File: config.mk
export PLATFORM = sky130hd
export DESIGN_NAME = instr_fetch
export DESIGN_NICKNAME = d
export VERILOG_FILES = /design/src/rtl/instr_fetch.sv
export SDC_FILE = /design/constraint.sdc
export NUM_CORES = 1
export LEC_CHECK = 0
export BUFFER_PORTS_ARGS = -buffer_cell sky130_fd_sc_hd__buf_2
export CAP_MARGIN = 40
export CELL_PAD_IN_SITES_DETAIL_PLACEMENT = 0
export CELL_PAD_IN_SITES_GLOBAL_PLACEMENT = 2
export CORE_UTILIZATION = 27
export CTS_BUF_LIST = sky130_fd_sc_hd__clkbuf_4 sky130_fd_sc_hd__clkbuf_8
export CTS_CLUSTER_DIAMETER = 200
export DETAILED_ROUTE_END_ITERATION = 12
export GPL_TIMING_DRIVEN = 0
export PLACE_DENSITY_LB_ADDON = 0.25
export SLEW_MARGIN = 30
export SYNTH_ARGS = -nofsm -noshare
export SYNTH_HDL_FRONTEND = slang
export SYNTH_SLANG_ARGS = --single-unit
File: constraint.sdc
create_clock -name clk -period 3.15 [get_ports clk]
set_clock_uncertainty 0.15 [all_clocks]
set_input_delay 0.315 -clock clk [delete_from_list [all_inputs] [get_ports clk]]
set_output_delay 0.315 -clock clk [all_outputs]
set_load 0.03 [all_outputs]
File: src/rtl/instr_fetch.sv
`default_nettype none
// ============================================================================
// Module      : instr_fetch
// Description : Instruction-fetch stage feeding the main decoder of the
//               single-cycle RISC-V core. Owns the program counter, requests
//               instruction words from instruction memory with a one-cycle
//               ready handshake, and holds the fetched word stable until the
//               decoder/writeback retires it. The next PC is PC+4 or the
//               branch/jump target. Misaligned taken targets and memory
//               timeouts raise sticky error flags and park the stage in ERR.
// Revision    : 1.0 - initial release
// ----------------------------------------------------------------------------
// Parameters
//   RESET_PC       PC value loaded on reset
//   TIMEOUT        FETCH cycles without ready before timeout_err (1..255)
// Ports
//   clk            single clock, rising-edge active
//   reset          asynchronous, active-high reset
//   imem_req       fetch request to instruction memory (high in FETCH)
//   imem_addr      fetch address, always equal to pc
//   imem_rdata     instruction word, valid while imem_ready is high
//   imem_ready     memory accepts the request and returns data this cycle
//   instr          latched instruction word
//   op             instr[6:0], decoder opcode
//   instr_valid    instr/op/pc valid for the decoder (high in HOLD)
//   instr_ack      decoder/writeback retires the held instruction
//   stall          blocks retirement and PC update
//   pc_src         branch/jump taken
//   pc_target      branch/JAL target
//   pc             address of the held/fetching instruction
//   pc_plus4       pc + 4 (JAL link value)
//   misaligned_err sticky: a taken target had [1:0] != 0
//   timeout_err    sticky: memory did not respond within TIMEOUT cycles
// ============================================================================
module instr_fetch #(
    parameter logic [31:0] RESET_PC = 32'h0000_0000,
    parameter int          TIMEOUT  = 15
) (
    input  logic        clk,
    input  logic        reset,
    output logic        imem_req,
    output logic [31:0] imem_addr,
    input  logic [31:0] imem_rdata,
    input  logic        imem_ready,
    output logic [31:0] instr,
    output logic [6:0]  op,
    output logic        instr_valid,
    input  logic        instr_ack,
    input  logic        stall,
    input  logic        pc_src,
    input  logic [31:0] pc_target,
    output logic [31:0] pc,
    output logic [31:0] pc_plus4,
    output logic        misaligned_err,
    output logic        timeout_err
);

    // ------------------------------------------------------------------------
    // State encoding
    // ------------------------------------------------------------------------
    localparam logic [1:0] c_st_fetch = 2'd0;
    localparam logic [1:0] c_st_hold  = 2'd1;
    localparam logic [1:0] c_st_err   = 2'd2;

    // The counter holds the number of ready-less FETCH cycles already
    // completed; the edge that would make it TIMEOUT raises the error instead.
    localparam logic [7:0] c_wait_last = 8'(TIMEOUT - 1);

    // ------------------------------------------------------------------------
    // Registers and internal nets
    // ------------------------------------------------------------------------
    logic [1:0]  r_state;
    logic [1:0]  w_next_state;
    logic [31:0] r_pc;
    logic [31:0] r_instr;
    logic [7:0]  r_wait_cnt;
    logic        r_misaligned_err;
    logic        r_timeout_err;

    logic [31:0] w_pc_plus4;
    logic        w_retire;
    logic        w_target_misaligned;
    logic        w_wait_expired;

    // 32-bit add, wraps modulo 2^32 by construction.
    assign w_pc_plus4 = r_pc + 32'd4;

    // Retirement only counts in HOLD and only when not stalled; ack in any
    // other state is ignored.
    assign w_retire = (r_state == c_st_hold) && instr_ack && !stall;

    // Only a taken branch/jump can be misaligned; the sequential path is
    // always word-aligned because the PC itself never leaves alignment.
    assign w_target_misaligned = pc_src && (pc_target[1:0] != 2'b00);

    assign w_wait_expired = (r_state == c_st_fetch) && !imem_ready &&
                            (r_wait_cnt == c_wait_last);

    // ------------------------------------------------------------------------
    // FSM: state register
    // ------------------------------------------------------------------------
    always_ff @(posedge clk or posedge reset) begin
        if (reset) begin
            r_state <= c_st_fetch;
        end else begin
            r_state <= w_next_state;
        end
    end

    // ------------------------------------------------------------------------
    // FSM: next-state logic
    // ------------------------------------------------------------------------
    always_comb begin
        w_next_state = r_state;
        case (r_state)
            c_st_fetch: begin
                if (imem_ready) begin
                    w_next_state = c_st_hold;
                end else if (w_wait_expired) begin
                    w_next_state = c_st_err;
                end
            end
            c_st_hold: begin
                if (w_retire) begin
                    w_next_state = w_target_misaligned ? c_st_err : c_st_fetch;
                end
            end
            c_st_err: begin
                // Only reset leaves ERR.
                w_next_state = c_st_err;
            end
            default: begin
                // Unused encoding: restart fetching at the current PC.
                w_next_state = c_st_fetch;
            end
        endcase
    end

    // ------------------------------------------------------------------------
    // FSM: output logic (state-decoded only, no input-to-output path)
    // ------------------------------------------------------------------------
    always_comb begin
        imem_req    = 1'b0;
        instr_valid = 1'b0;
        case (r_state)
            c_st_fetch: imem_req    = 1'b1;
            c_st_hold:  instr_valid = 1'b1;
            default: begin
                imem_req    = 1'b0;
                instr_valid = 1'b0;
            end
        endcase
    end

    // ------------------------------------------------------------------------
    // Datapath: PC, instruction latch, wait counter, sticky error flags
    // ------------------------------------------------------------------------
    always_ff @(posedge clk or posedge reset) begin
        if (reset) begin
            r_pc             <= RESET_PC;
            r_instr          <= 32'h0000_0000;
            r_wait_cnt       <= 8'd0;
            r_misaligned_err <= 1'b0;
            r_timeout_err    <= 1'b0;
        end else begin
            case (r_state)
                c_st_fetch: begin
                    if (imem_ready) begin
                        r_instr    <= imem_rdata;
                        r_wait_cnt <= 8'd0;
                    end else if (w_wait_expired) begin
                        r_timeout_err <= 1'b1;
                    end else begin
                        r_wait_cnt <= r_wait_cnt + 8'd1;
                    end
                end
                c_st_hold: begin
                    // pc_src/pc_target are looked at only on the retiring
                    // edge; a misaligned target leaves the PC pointing at the
                    // instruction that produced it.
                    if (w_retire) begin
                        if (w_target_misaligned) begin
                            r_misaligned_err <= 1'b1;
                        end else begin
                            r_pc <= pc_src ? pc_target : w_pc_plus4;
                        end
                    end
                end
                default: begin
                    // ERR (and the unused encoding): everything frozen.
                end
            endcase
        end
    end

    // ------------------------------------------------------------------------
    // Output assignments
    // ------------------------------------------------------------------------
    assign imem_addr      = r_pc;
    assign pc             = r_pc;
    assign pc_plus4       = w_pc_plus4;
    assign instr          = r_instr;
    assign op             = r_instr[6:0];
    assign misaligned_err = r_misaligned_err;
    assign timeout_err    = r_timeout_err;

endmodule
`default_nettype wire

==> metrics.txt <==
status=finished clean; final period utilization=97.3%; Ports=209; post-DP HPWL=10500 um; synthesized cell area=4370 um2; DR vias/cell=4.66; post-synthesis register bit count=76; R2R Path End=imem_addr[19]$_DFFE_PP0P_; Max stage delay on crit path=0.65 ns; FILL cells=1656; slew margin rel.=56.6%; hold_sp=pc_target[14]; ANT nets after route=0; Rows=46; antenna cell count=0; unrepaired setup endpoints after global routing=true; CP max FO=9; Endpoint, Worst Hold=imem_addr[14]$_DFFE_PP0P_; share of cells above drive strength 1=47.2%; total track usage=16.7%; Post-Synth XOR/XNOR Area=6.02%; worst-case reg-to-reg path depth=6; drc violations=0; peak supply drop=0.478 mV; Synth Flop Type=dfrtp_1; simple-gate share of the synthesized area=17.7%; largest net degree at the start of global routing=42; Fmax=0.326 GHz; critical path's top delay family=simple AND/OR/NAND/NOR gates; worst reg2reg setup slack=0.51 ns; DRT Wirelength=13800 um; Die Wd=129 um; Post-synth EDFFs=0; Synth Area in Adders=0.859%; DR iter-0 viols=145; Die Span Y=129 um; total power=6.59 mW; Placer Congestion=0.773; post-synthesis sequential area ratio=43.5%; clock tree buffer depth=2; wire per inst=15.6 um; syn_nets=516; leading area contributor after synthesis=dfrtp_1; placed cell count=867; antenna violations before repair=0; Final Slew Violations=0; HP Class=in -> reg; Via Count=4135; startpoint type of the worst setup path=flop; largest family of logic cells by synthesized area=simple AND/OR/NAND/NOR gates; CTS tree=built; CP max stage cell=nor4_4; final setup fails=0; Power Density=1100 nW/um2; gr ovfl total=0; average cell area after synthesis=9.86 um2; DR pass1 iterations=5; Hold Vio Cnt, Final=0; CP Buf/Inv Count=1; endpoint class of the critical path=output pin; CTS HTree Levels=3; Max Cap Violations=0; first-pass GRT wire length=21100 um; hold depth=2; fin crit period=3.06 ns; worst-margin pin slew=0.651 ns; Layout area overhead=37.0%; Sink Count=76; worst path cell trace=nand4_4 -> nor4_4 -> and4_1 -> xor2_1 -> buf_2; Critical R2R Launch=r_state[1]$_DFFE_PP0P_; starting density of the core=27.6%; hold slack=0.0264 ns; Yosys top cell area share=43.5%; die area=16700 um2; Core Region=15800 um2; Layout Nets=739; Yosys cell types=51; clock slew at reported path FFs=0.09 ns; Arr. time, crit path=2.60 ns; synthesized instance count=443; Buffers on Ports=207; Crit Path Class=reg -> out; final core occ=37.8%; vias in the first global route=3900; Post-synth ARST share=100%; Synth Area in Compound Gates=12.4%; multiplexer share of the synthesized area=9.42%; Yosys warnings=0; Setup Buffers After CTS=0; dominant cells by area after synthesis=dfrtp_1 44%, mux2_2 8.5%, buf_4 7.0%, xnor2_1 4.0%, nand2_1 3.6%; worst skew pair latency=0.36 ns; Root Buffer=clkbuf_8; number of buffers created by CTS=9; Pleak=3.03 nW; Critical Path RT=2.68 ns; fin cells=887
-- power by group --
group / leakage, nW / switching [mW] / internal (mW)
clock network: 0.110 / 0.404 / 0.452
registers: 0.949 / 0.487 / 1.40
logic: 1.97 / 2.48 / 1.37
total: 3.03 / 3.37 / 3.22
-- cell type report --
type                            instances  area (um2)  share of cell area (%)
Buffer                                 65         412                    6.88
Clock buffer                            9         124                    2.07
Clock inverter                          7        98.8                    1.65
Inverter                                8        35.0                   0.585
Multi-Input combinational cell        294        2050                    34.2
Sequential cell                        76        1900                    31.8
Tap cell                              216         270                    4.52
Timing Repair Buffer                  212        1100                    18.3
-- stage by stage --
step	TNS [ns]	setup WS, ns	cell area (um2)
after floorplan	0	0.461	4370
after global placement	-32.10	-0.427	5670
after detailed placement	0	0.370	5700
after CTS	-0.00150	-0.00150	5960
after global routing	-0.0190	-0.0190	5980
final	0	0.0861	5980
-- flip-flops by register name (all words and copies together) (netlist names) --
name and flops:
timeout_err 1, instr 32, imem_addr 32, r_state 2, misaligned_err 1, r_wait_cnt 8
-- how the worst max path moves through the flow --
stage                                     end  depth (start not counted)                      from
floorplan                        pc_plus4[16]                          5  imem_addr[2]$_DFFE_PP0P_
global placement      timeout_err$_DFFE_PP0P_                          2                     reset
detailed placement  imem_addr[19]$_DFFE_PP0P_                          7                     stall
CTS                              pc_plus4[22]                          7  imem_addr[2]$_DFFE_PP0P_
global route                     pc_plus4[29]                          6  imem_addr[5]$_DFFE_PP0P_
finish                           pc_plus4[29]                          5  imem_addr[6]$_DFFE_PP0P_
-- repair_timing --
item                       CTS  global route
setup endpoints to repair    1             5
hold endpoints to repair    38             0
hold buffers                 4             0
gates resized for setup      0             5
-- cell usage after synthesis (2+ instances only) --
library cell,instances
nand2_1,42
ha_1,3
o211ai_1,3
clkbuf_1,15
or3_1,6
o21ai_1,2
o31ai_1,2
a21o_1,9
nor2b_1,3
nor3b_1,2
mux2i_1,4
nor3_1,8
o221a_2,2
buf_4,41
a221o_1,11
mux2_2,33
nand4_1,10
o311ai_0,4
buf_2,9
and3_1,6
a22o_1,2
and2_1,4
nand3b_1,2
a21oi_1,15
a22oi_1,2
xnor2_1,20
nand3_1,18
a31oi_1,2
nand2b_1,4
and4_1,3
xor2_1,10
nor4_1,2
o21ai_0,18
inv_1,8
nor2_1,27
dfrtp_1,76
-- cells by family after synthesis --
group | count (synthesis)
AOI/OAI and AO/OA | 78
xor gates and xnor gates | 30
adders and majority gates | 3
buffers and inverters | 73
DFF | 76
muxes | 37
and+or+nand+nor | 146
-- worst reg2reg max path, cell delays in order, from the launching register on --
cell and delay [ns]:
dfrtp_1 0.41, nand4bb_1 0.44, nor2_1 0.59, clkbuf_1 0.48, nand2_1 0.19, nand3_1 0.12, o311ai_0 0.11
-- per-layer routing --
| metal | up-vias | wire length, um | track usage [%] |
|---|---|---|---|
| met5 | - | 0 | 0 |
| met4 | 0 | 286 | 6.85 |
| met3 | 20 | 846 | 3.30 |
| met2 | 153 | 6450 | 27.9 |
| met1 | 1969 | 6260 | 21.2 |
| li1 | 1993 | - | - |
-- layout by cell type (no fill, tap or decap), drive strengths merged, types with 2 or more instances in the layout --
cell type	synthesis	final
a21o	9	9
a21oi	15	15
a221o	11	11
a22o	2	2
a22oi	2	2
a31oi	2	2
and2	4	4
and3	6	6
and4	3	3
buf	50	257
bufinv	0	2
clkbuf	15	25
clkinv	0	2
dfrtp	76	76
dlygate4sd3	0	4
ha	3	3
inv	8	10
mux2	33	33
mux2i	4	4
nand2	42	42
nand2b	4	4
nand3	18	18
nand3b	2	2
nand4	11	11
nor2	27	27
nor2b	3	3
nor3	8	8
nor3b	2	2
nor4	4	4
o211ai	3	3
o21ai	20	20
o221a	2	2
o311ai	5	5
o31ai	2	2
or3	6	6
xnor2	20	20
xor2	10	10
Note: power is estimated with default switching activity, not from simulation.
